===== config.mk =====
export PLATFORM = sky130hd
export DESIGN_NAME = sm83_stack_engine
export DESIGN_NICKNAME = d
export VERILOG_FILES = /design/src/rtl/sm83_stack_engine.sv
export SDC_FILE = /design/constraint.sdc
export NUM_CORES = 1
export LEC_CHECK = 0
export ABC_AREA = 1
export BUFFER_PORTS_ARGS = -buffer_cell sky130_fd_sc_hd__buf_2
export CAP_MARGIN = 20
export CORE_MARGIN = 2
export CORE_UTILIZATION = 45
export CTS_CLUSTER_SIZE = 28
export DETAILED_ROUTE_END_ITERATION = 12
export HOLD_SLACK_MARGIN = 0.08
export PLACE_DENSITY = 0.75
export SYNTH_ARGS = -nofsm -noshare
export SYNTH_HDL_FRONTEND = slang
export SYNTH_SLANG_ARGS = --single-unit

===== constraint.sdc =====
create_clock -name clk -period 3.3 [get_ports clk]
set_input_delay 0.165 -clock clk [delete_from_list [all_inputs] [get_ports clk]]
set_output_delay 0.165 -clock clk [all_outputs]
set_load 0.05 [all_outputs]

===== src/rtl/sm83_stack_engine.sv =====
// sm83_stack_engine
// Runs PUSH/POP of a 16-bit register (BC, DE, HL, AF, PC) between the register
// file and a byte-wide memory bus. Operands are latched at accept. SP and the
// target register are written back only in the single FIN cycle.
//
// Ports
//   clk, rst_n                      clock, async active-low reset
//   req_valid/req_ready/req_pop/req_tgt   operation request handshake
//   rf_sel16                        gp16 select (read in IDLE, write in FIN)
//   rf_r16, rf_a, rf_f, rf_pc, rf_sp     register file read ports
//   wen_*/w_*                       register file write ports (FIN only)
//   mem_req/mem_we/mem_addr/mem_wdata/mem_ack/mem_rdata   byte bus
//   done, err                       completion pulse, illegal-target pulse
//
// state  | meaning
// -------+-------------------------------------------------------------
// IDLE   | waiting for a request, req_ready=1
// PRE    | push internal delay, counts PUSH_PRE_DELAY cycles, no bus
// WR_HI  | write high byte at SP-1
// WR_LO  | write low byte at SP-2
// RD_LO  | read low byte at SP
// RD_HI  | read high byte at SP+1
// FIN    | one cycle: done, SP writeback, pop target writeback
// ERR    | one cycle: done+err for target codes 5..7

module sm83_stack_engine #(
   parameter int PUSH_PRE_DELAY = 1
) (
   input  logic        clk,
   input  logic        rst_n,
   input  logic        req_valid,
   output logic        req_ready,
   input  logic        req_pop,
   input  logic [2:0]  req_tgt,
   output logic [1:0]  rf_sel16,
   input  logic [15:0] rf_r16,
   input  logic [7:0]  rf_a,
   input  logic [3:0]  rf_f,
   input  logic [15:0] rf_pc,
   input  logic [15:0] rf_sp,
   output logic        wen_gp16,
   output logic [15:0] w16,
   output logic        wen_a,
   output logic [7:0]  w_a,
   output logic        wen_f,
   output logic [3:0]  w_f,
   output logic        wen_pc,
   output logic [15:0] w_pc,
   output logic        wen_sp,
   output logic [15:0] w_sp,
   output logic        mem_req,
   output logic        mem_we,
   output logic [15:0] mem_addr,
   output logic [7:0]  mem_wdata,
   input  logic        mem_ack,
   input  logic [7:0]  mem_rdata,
   output logic        done,
   output logic        err
);

   typedef enum logic [2:0] {
      S_IDLE, S_PRE, S_WR_HI, S_WR_LO, S_RD_LO, S_RD_HI, S_FIN, S_ERR
   } state_t;

   localparam int CW = (PUSH_PRE_DELAY > 1) ? $clog2(PUSH_PRE_DELAY + 1) : 1;
   localparam logic [CW-1:0] PRE_LOAD = CW'(PUSH_PRE_DELAY);
   localparam logic [CW-1:0] CNT_ONE  = CW'(1);
   localparam logic [2:0]    T_AF     = 3'd3;
   localparam logic [2:0]    T_PC     = 3'd4;

   state_t        state_q, state_d;
   logic [15:0]   sp_q;
   logic [15:0]   data_q;
   logic [2:0]    tgt_q;
   logic          pop_q;
   logic [CW-1:0] cnt_q;
   logic          accept;
   logic [15:0]   push_data;

   assign accept = req_valid && (state_q == S_IDLE);

   always_comb begin
      push_data = rf_r16;
      case (req_tgt)
         T_AF:    push_data = {rf_a, rf_f, 4'b0000};
         T_PC:    push_data = rf_pc;
         default: push_data = rf_r16;
      endcase
   end

   always_ff @(posedge clk or negedge rst_n) begin
      if (!rst_n) begin
         state_q <= S_IDLE;
      end else begin
         state_q <= state_d;
      end
   end

   always_comb begin
      state_d = state_q;
      case (state_q)
         S_IDLE: begin
            if (accept) begin
               if (req_tgt > T_PC)          state_d = S_ERR;
               else if (req_pop)            state_d = S_RD_LO;
               else if (PUSH_PRE_DELAY > 0) state_d = S_PRE;
               else                         state_d = S_WR_HI;
            end
         end
         S_PRE:   if (cnt_q <= CNT_ONE) state_d = S_WR_HI;
         S_WR_HI: if (mem_ack) state_d = S_WR_LO;
         S_WR_LO: if (mem_ack) state_d = S_FIN;
         S_RD_LO: if (mem_ack) state_d = S_RD_HI;
         S_RD_HI: if (mem_ack) state_d = S_FIN;
         S_FIN:   state_d = S_IDLE;
         S_ERR:   state_d = S_IDLE;
         default: state_d = S_IDLE;
      endcase
   end

   // Operand latches; data_q holds the push value or assembles the popped word.
   always_ff @(posedge clk or negedge rst_n) begin
      if (!rst_n) begin
         sp_q   <= 16'h0000;
         data_q <= 16'h0000;
         tgt_q  <= 3'd0;
         pop_q  <= 1'b0;
         cnt_q  <= '0;
      end else begin
         case (state_q)
            S_IDLE: begin
               if (accept) begin
                  sp_q   <= rf_sp;
                  data_q <= push_data;
                  tgt_q  <= req_tgt;
                  pop_q  <= req_pop;
                  cnt_q  <= PRE_LOAD;
               end
            end
            S_PRE:   cnt_q <= cnt_q - CNT_ONE;
            S_RD_LO: if (mem_ack) data_q[7:0]  <= mem_rdata;
            S_RD_HI: if (mem_ack) data_q[15:8] <= mem_rdata;
            default: ;
         endcase
      end
   end

   always_comb begin
      req_ready = 1'b0;
      rf_sel16  = tgt_q[1:0];
      wen_gp16  = 1'b0;
      w16       = 16'h0000;
      wen_a     = 1'b0;
      w_a       = 8'h00;
      wen_f     = 1'b0;
      w_f       = 4'h0;
      wen_pc    = 1'b0;
      w_pc      = 16'h0000;
      wen_sp    = 1'b0;
      w_sp      = 16'h0000;
      mem_req   = 1'b0;
      mem_we    = 1'b0;
      mem_addr  = 16'h0000;
      mem_wdata = 8'h00;
      done      = 1'b0;
      err       = 1'b0;
      case (state_q)
         S_IDLE: begin
            req_ready = 1'b1;
            rf_sel16  = req_tgt[1:0];
         end
         S_WR_HI: begin
            mem_req   = 1'b1;
            mem_we    = 1'b1;
            mem_addr  = sp_q - 16'd1;
            mem_wdata = data_q[15:8];
         end
         S_WR_LO: begin
            mem_req   = 1'b1;
            mem_we    = 1'b1;
            mem_addr  = sp_q - 16'd2;
            mem_wdata = data_q[7:0];
         end
         S_RD_LO: begin
            mem_req  = 1'b1;
            mem_addr = sp_q;
         end
         S_RD_HI: begin
            mem_req  = 1'b1;
            mem_addr = sp_q + 16'd1;
         end
         S_FIN: begin
            done   = 1'b1;
            wen_sp = 1'b1;
            w_sp   = pop_q ? (sp_q + 16'd2) : (sp_q - 16'd2);
            if (pop_q) begin
               case (tgt_q)
                  T_AF: begin
                     // Low nibble of the popped F byte does not exist in hardware.
                     wen_a = 1'b1;
                     w_a   = data_q[15:8];
                     wen_f = 1'b1;
                     w_f   = data_q[7:4];
                  end
                  T_PC: begin
                     wen_pc = 1'b1;
                     w_pc   = data_q;
                  end
                  default: begin
                     wen_gp16 = 1'b1;
                     w16      = data_q;
                  end
               endcase
            end
         end
         S_ERR: begin
            done = 1'b1;
            err  = 1'b1;
         end
         default: ;
      endcase
   end

endmodule


==> results.txt <==
Outcome = finished, final reports clean
Core Rows = 35
Sequential-to-total area share from yosys stat = 22.4%
Crit-path slowest cell = dfrtp_1
Ys async rst share = 100%
Hold_buf cts = 4
Worst skew pair latency = 0.29 ns
Finish-stage setup viols = 0
Antenna-violating nets left = 0
Sw power = 0.00415 W
Die width = 102 µm
Max incr delay on CP = 0.50 ns
Crit path kind = reg -> out
Clock power share = 5.3%
# clock sinks = 39
Period minus WS final = 2.98 ns
DP Area = 0.00528 mm²
Hpwl dp = 11800 µm
Int Power = 0.00218 W
Starting Density = 46.7%
Headroom to the max-slew limit = 39.4%
Power Density = 1170 mW/mm²
Skew final = 0.00510 ns
Maximum vdd drop = 0.605 mV
TritonRoute pass-1 iters = 5
Hold Fails Final Rpt = 0
Global-route wire length before repair = 22800 µm
Critical Path AT = 2.81 ns
Vias in the first global route = 4785
DRC Markers = 0
Cell area after synthesis = 0.00435 mm²
Largest net degree at the start of global routing = 40
Routed wire length = 14800 µm
Net Count, Synth = 846
GPL Wtd Cong = 0.960
Clock root cell = clkbuf_8
Max-cap viol count = 0
CTS clk-pin slew, worst paths = 0.08 ns
Syn_area_per_cell = 5.80 µm²
Port buffer count = 171
Final slew viol count = 0
Yosys warnings = 0
Sw Share = 65.5%
Gr usage total = 27.7%
Tcrit/Tclk final = 90.2%
Kind of end point of the critical path = primary output
IO Count = 172
Final #Nets = 1008
Reg power frac = 16.2%
Fmax = 336 MHz
Crit path required time = 3.13 ns
CTS buffer count = 5
Final core occ = 58.0%
Setup TNS = 0 ns
Worst-Margin Slew = 0.904 ns
Layout cells sized above 1 = 23.0%
Number of setup buffers added after CTS = 0
RSZ-0062 raised after global routing = no
Combinational power share = 78.6%
Netlist cell types = 36
Hold/Removal Path Class = in -> reg
Via density = 5.14
Min Hold Slack = 0.0781 ns
Worst setup SP type = flop
Area Growth Syn to Fin = 24.4%
CP dominant cell by count = nand2_1
Routed wire per std cell = 14.2 µm
Initial DRC Count = 307
EDFF count, synth = 0
Die area = 0.0105 mm²
Core region area = 0.00933 mm²
Cells after synthesis = 750
Leak = 3.13 nW
Clock buffer depth = 2
# resized after CTS = 0
Die Height = 102 µm
Gr ovfl total = 0
Main synth FF type = dfrtp_1
Top delay family on crit path = simple AND/OR/NAND/NOR gates
Antenna diodes = 0
CP cell instances = inv_2 > nand3_1 > buf_4 > ha_1 > or2_2 > nand3_1 > nand2_1 > nand2_1 > nand2_1 > nand2_1 > nand3_1 > nand2_1 > buf_2
CTS tree = built
Routed via count = 5359
CTS H-Tree Depth = 2
Fin area = 0.00541 mm²
Initial antenna violation count = 0
Critical path peak fanout = 30
Worst path bufs/invs = 3
FF+latch count, synth = 39
registers in the layout (all words and copies together), names as in the netlist:
signal and flops:
tgt_q 3, data_q 16, pop_q 1, state_q 3, sp_q 16
synth_stat cells (2+ instances only):
cell / instances / area (µm²)
nor2_1: 102 / 383
o22ai_1: 18 / 113
o221ai_1: 3 / 26.3
buf_4: 2 / 15.0
buf_2: 8 / 40.0
xnor2_1: 2 / 17.5
a21oi_1: 28 / 140
nor2_4: 4 / 45.0
ha_1: 19 / 238
nand4_1: 10 / 62.6
inv_1: 103 / 387
nand2_1: 220 / 826
clkbuf_1: 13 / 48.8
nand2_2: 3 / 18.8
nand3_2: 2 / 20.0
nand3_1: 64 / 320
nor3_1: 8 / 40.0
o211ai_1: 10 / 75.1
o21ai_0: 56 / 280
o21ai_1: 2 / 10.0
or2_2: 5 / 31.3
inv_2: 8 / 30.0
dfrtp_1: 39 / 976
xor2_1: 9 / 78.8
through the flow:
stage          total power [W]  std cells  setup WS [ns]
2_1_floorplan          0.00482        750         0.0200
3_3_place_gp           0.00593       1030          0.693
3_5_place_dp           0.00595       1030          0.634
4_1_cts                0.00630       1042          0.308
5_1_grt                0.00686       1042          0.110
6_report               0.00633       1042          0.322
power by group through the flow:
| stage | sequential (W) | combinational, W | clock (W) |
|---|---|---|---|
| 2_1_floorplan | 0.000881 | 0.00394 | 0 |
| 4_1_cts | 0.00101 | 0.00495 | 0.000338 |
| 6_report | 0.00102 | 0.00497 | 0.000334 |
| 3_3_place_gp | 0.00102 | 0.00491 | 0 |
| 3_5_place_dp | 0.00102 | 0.00493 | 0 |
| 5_1_grt | 0.00106 | 0.00545 | 0.000358 |
per-layer routing:
| metal | up-vias | track usage (%) | wire length [µm] |
|---|---|---|---|
| met1 | 2385 | 38.2 | 6450 |
| met2 | 224 | 46.8 | 7120 |
| li1 | 2738 | - | - |
| met5 | - | 0 | 0 |
| met3 | 12 | 3.21 | 1030 |
| met4 | 0 | 6.05 | 187 |
cell families (layout without fill, tap and decap cells):
logic type | Yosys count | count (layout) | synth area share [%]
XOR/XNOR | 11 | 11 | 2.21
AO/OA/AOI/OAI | 121 | 121 | 15.6
flip-flops | 39 | 39 | 22.4
adder cells (fa/ha/maj) | 20 | 20 | 5.92
AND/OR/NAND/NOR | 423 | 423 | 41.5
buffers and inverters | 136 | 299 | 12.4
area by class of cell:
class,count,area [µm²]
fillers,969,3920
multi-input cells,575,2840
flip-flops and latches,39,976
repair buffers,179,926
inverters,112,423
well taps,129,161
clock buffers,5,68.8
clock inverters,3,20.0
cell usage in the layout, fill, tap and decap left out, drive strengths merged:
cell         Yosys  final
nand2          223    223
buf             11    175
inv            112    112
nor2           107    107
nand3           66     66
o21ai           59     59
dfrtp           39     39
a21oi           28     28
ha              19     19
o22ai           18     18
nand4           10     10
o211ai          10     10
nor3            10     10
xor2             9      9
or2              5      5
clkbuf          13      5
dlygate4sd3      0      4
o221ai           3      3
xnor2            2      2
clkinvlp         0      2
a22oi            1      1
nand3b           1      1
and2             1      1
o2111ai          1      1
o21a             1      1
fa               1      1
clkinv           0      1
worst min-delay path, cell delays in order:
cell	delay, ns
buf_2	0.07
nand2_1	0.04
o21ai_0	0.06
path summary, 6_finish.rpt:
check                                start            to  slack [ns]  cells past startpoint
min in group asynchronous            rst_n      tgt_q[2]        0.54                      2
max in group asynchronous            rst_n     data_q[3]        2.19                      2
worst min register to register  data_q[13]    data_q[13]        0.53                      2
worst max register to register  state_q[1]     data_q[0]        1.02                      6
worst max-delay path            state_q[1]  mem_addr[13]        0.32                     13
worst min-delay path              rf_sp[3]       sp_q[3]        0.08                      3
No activity file was read; power rests on OpenSTA's default activity.
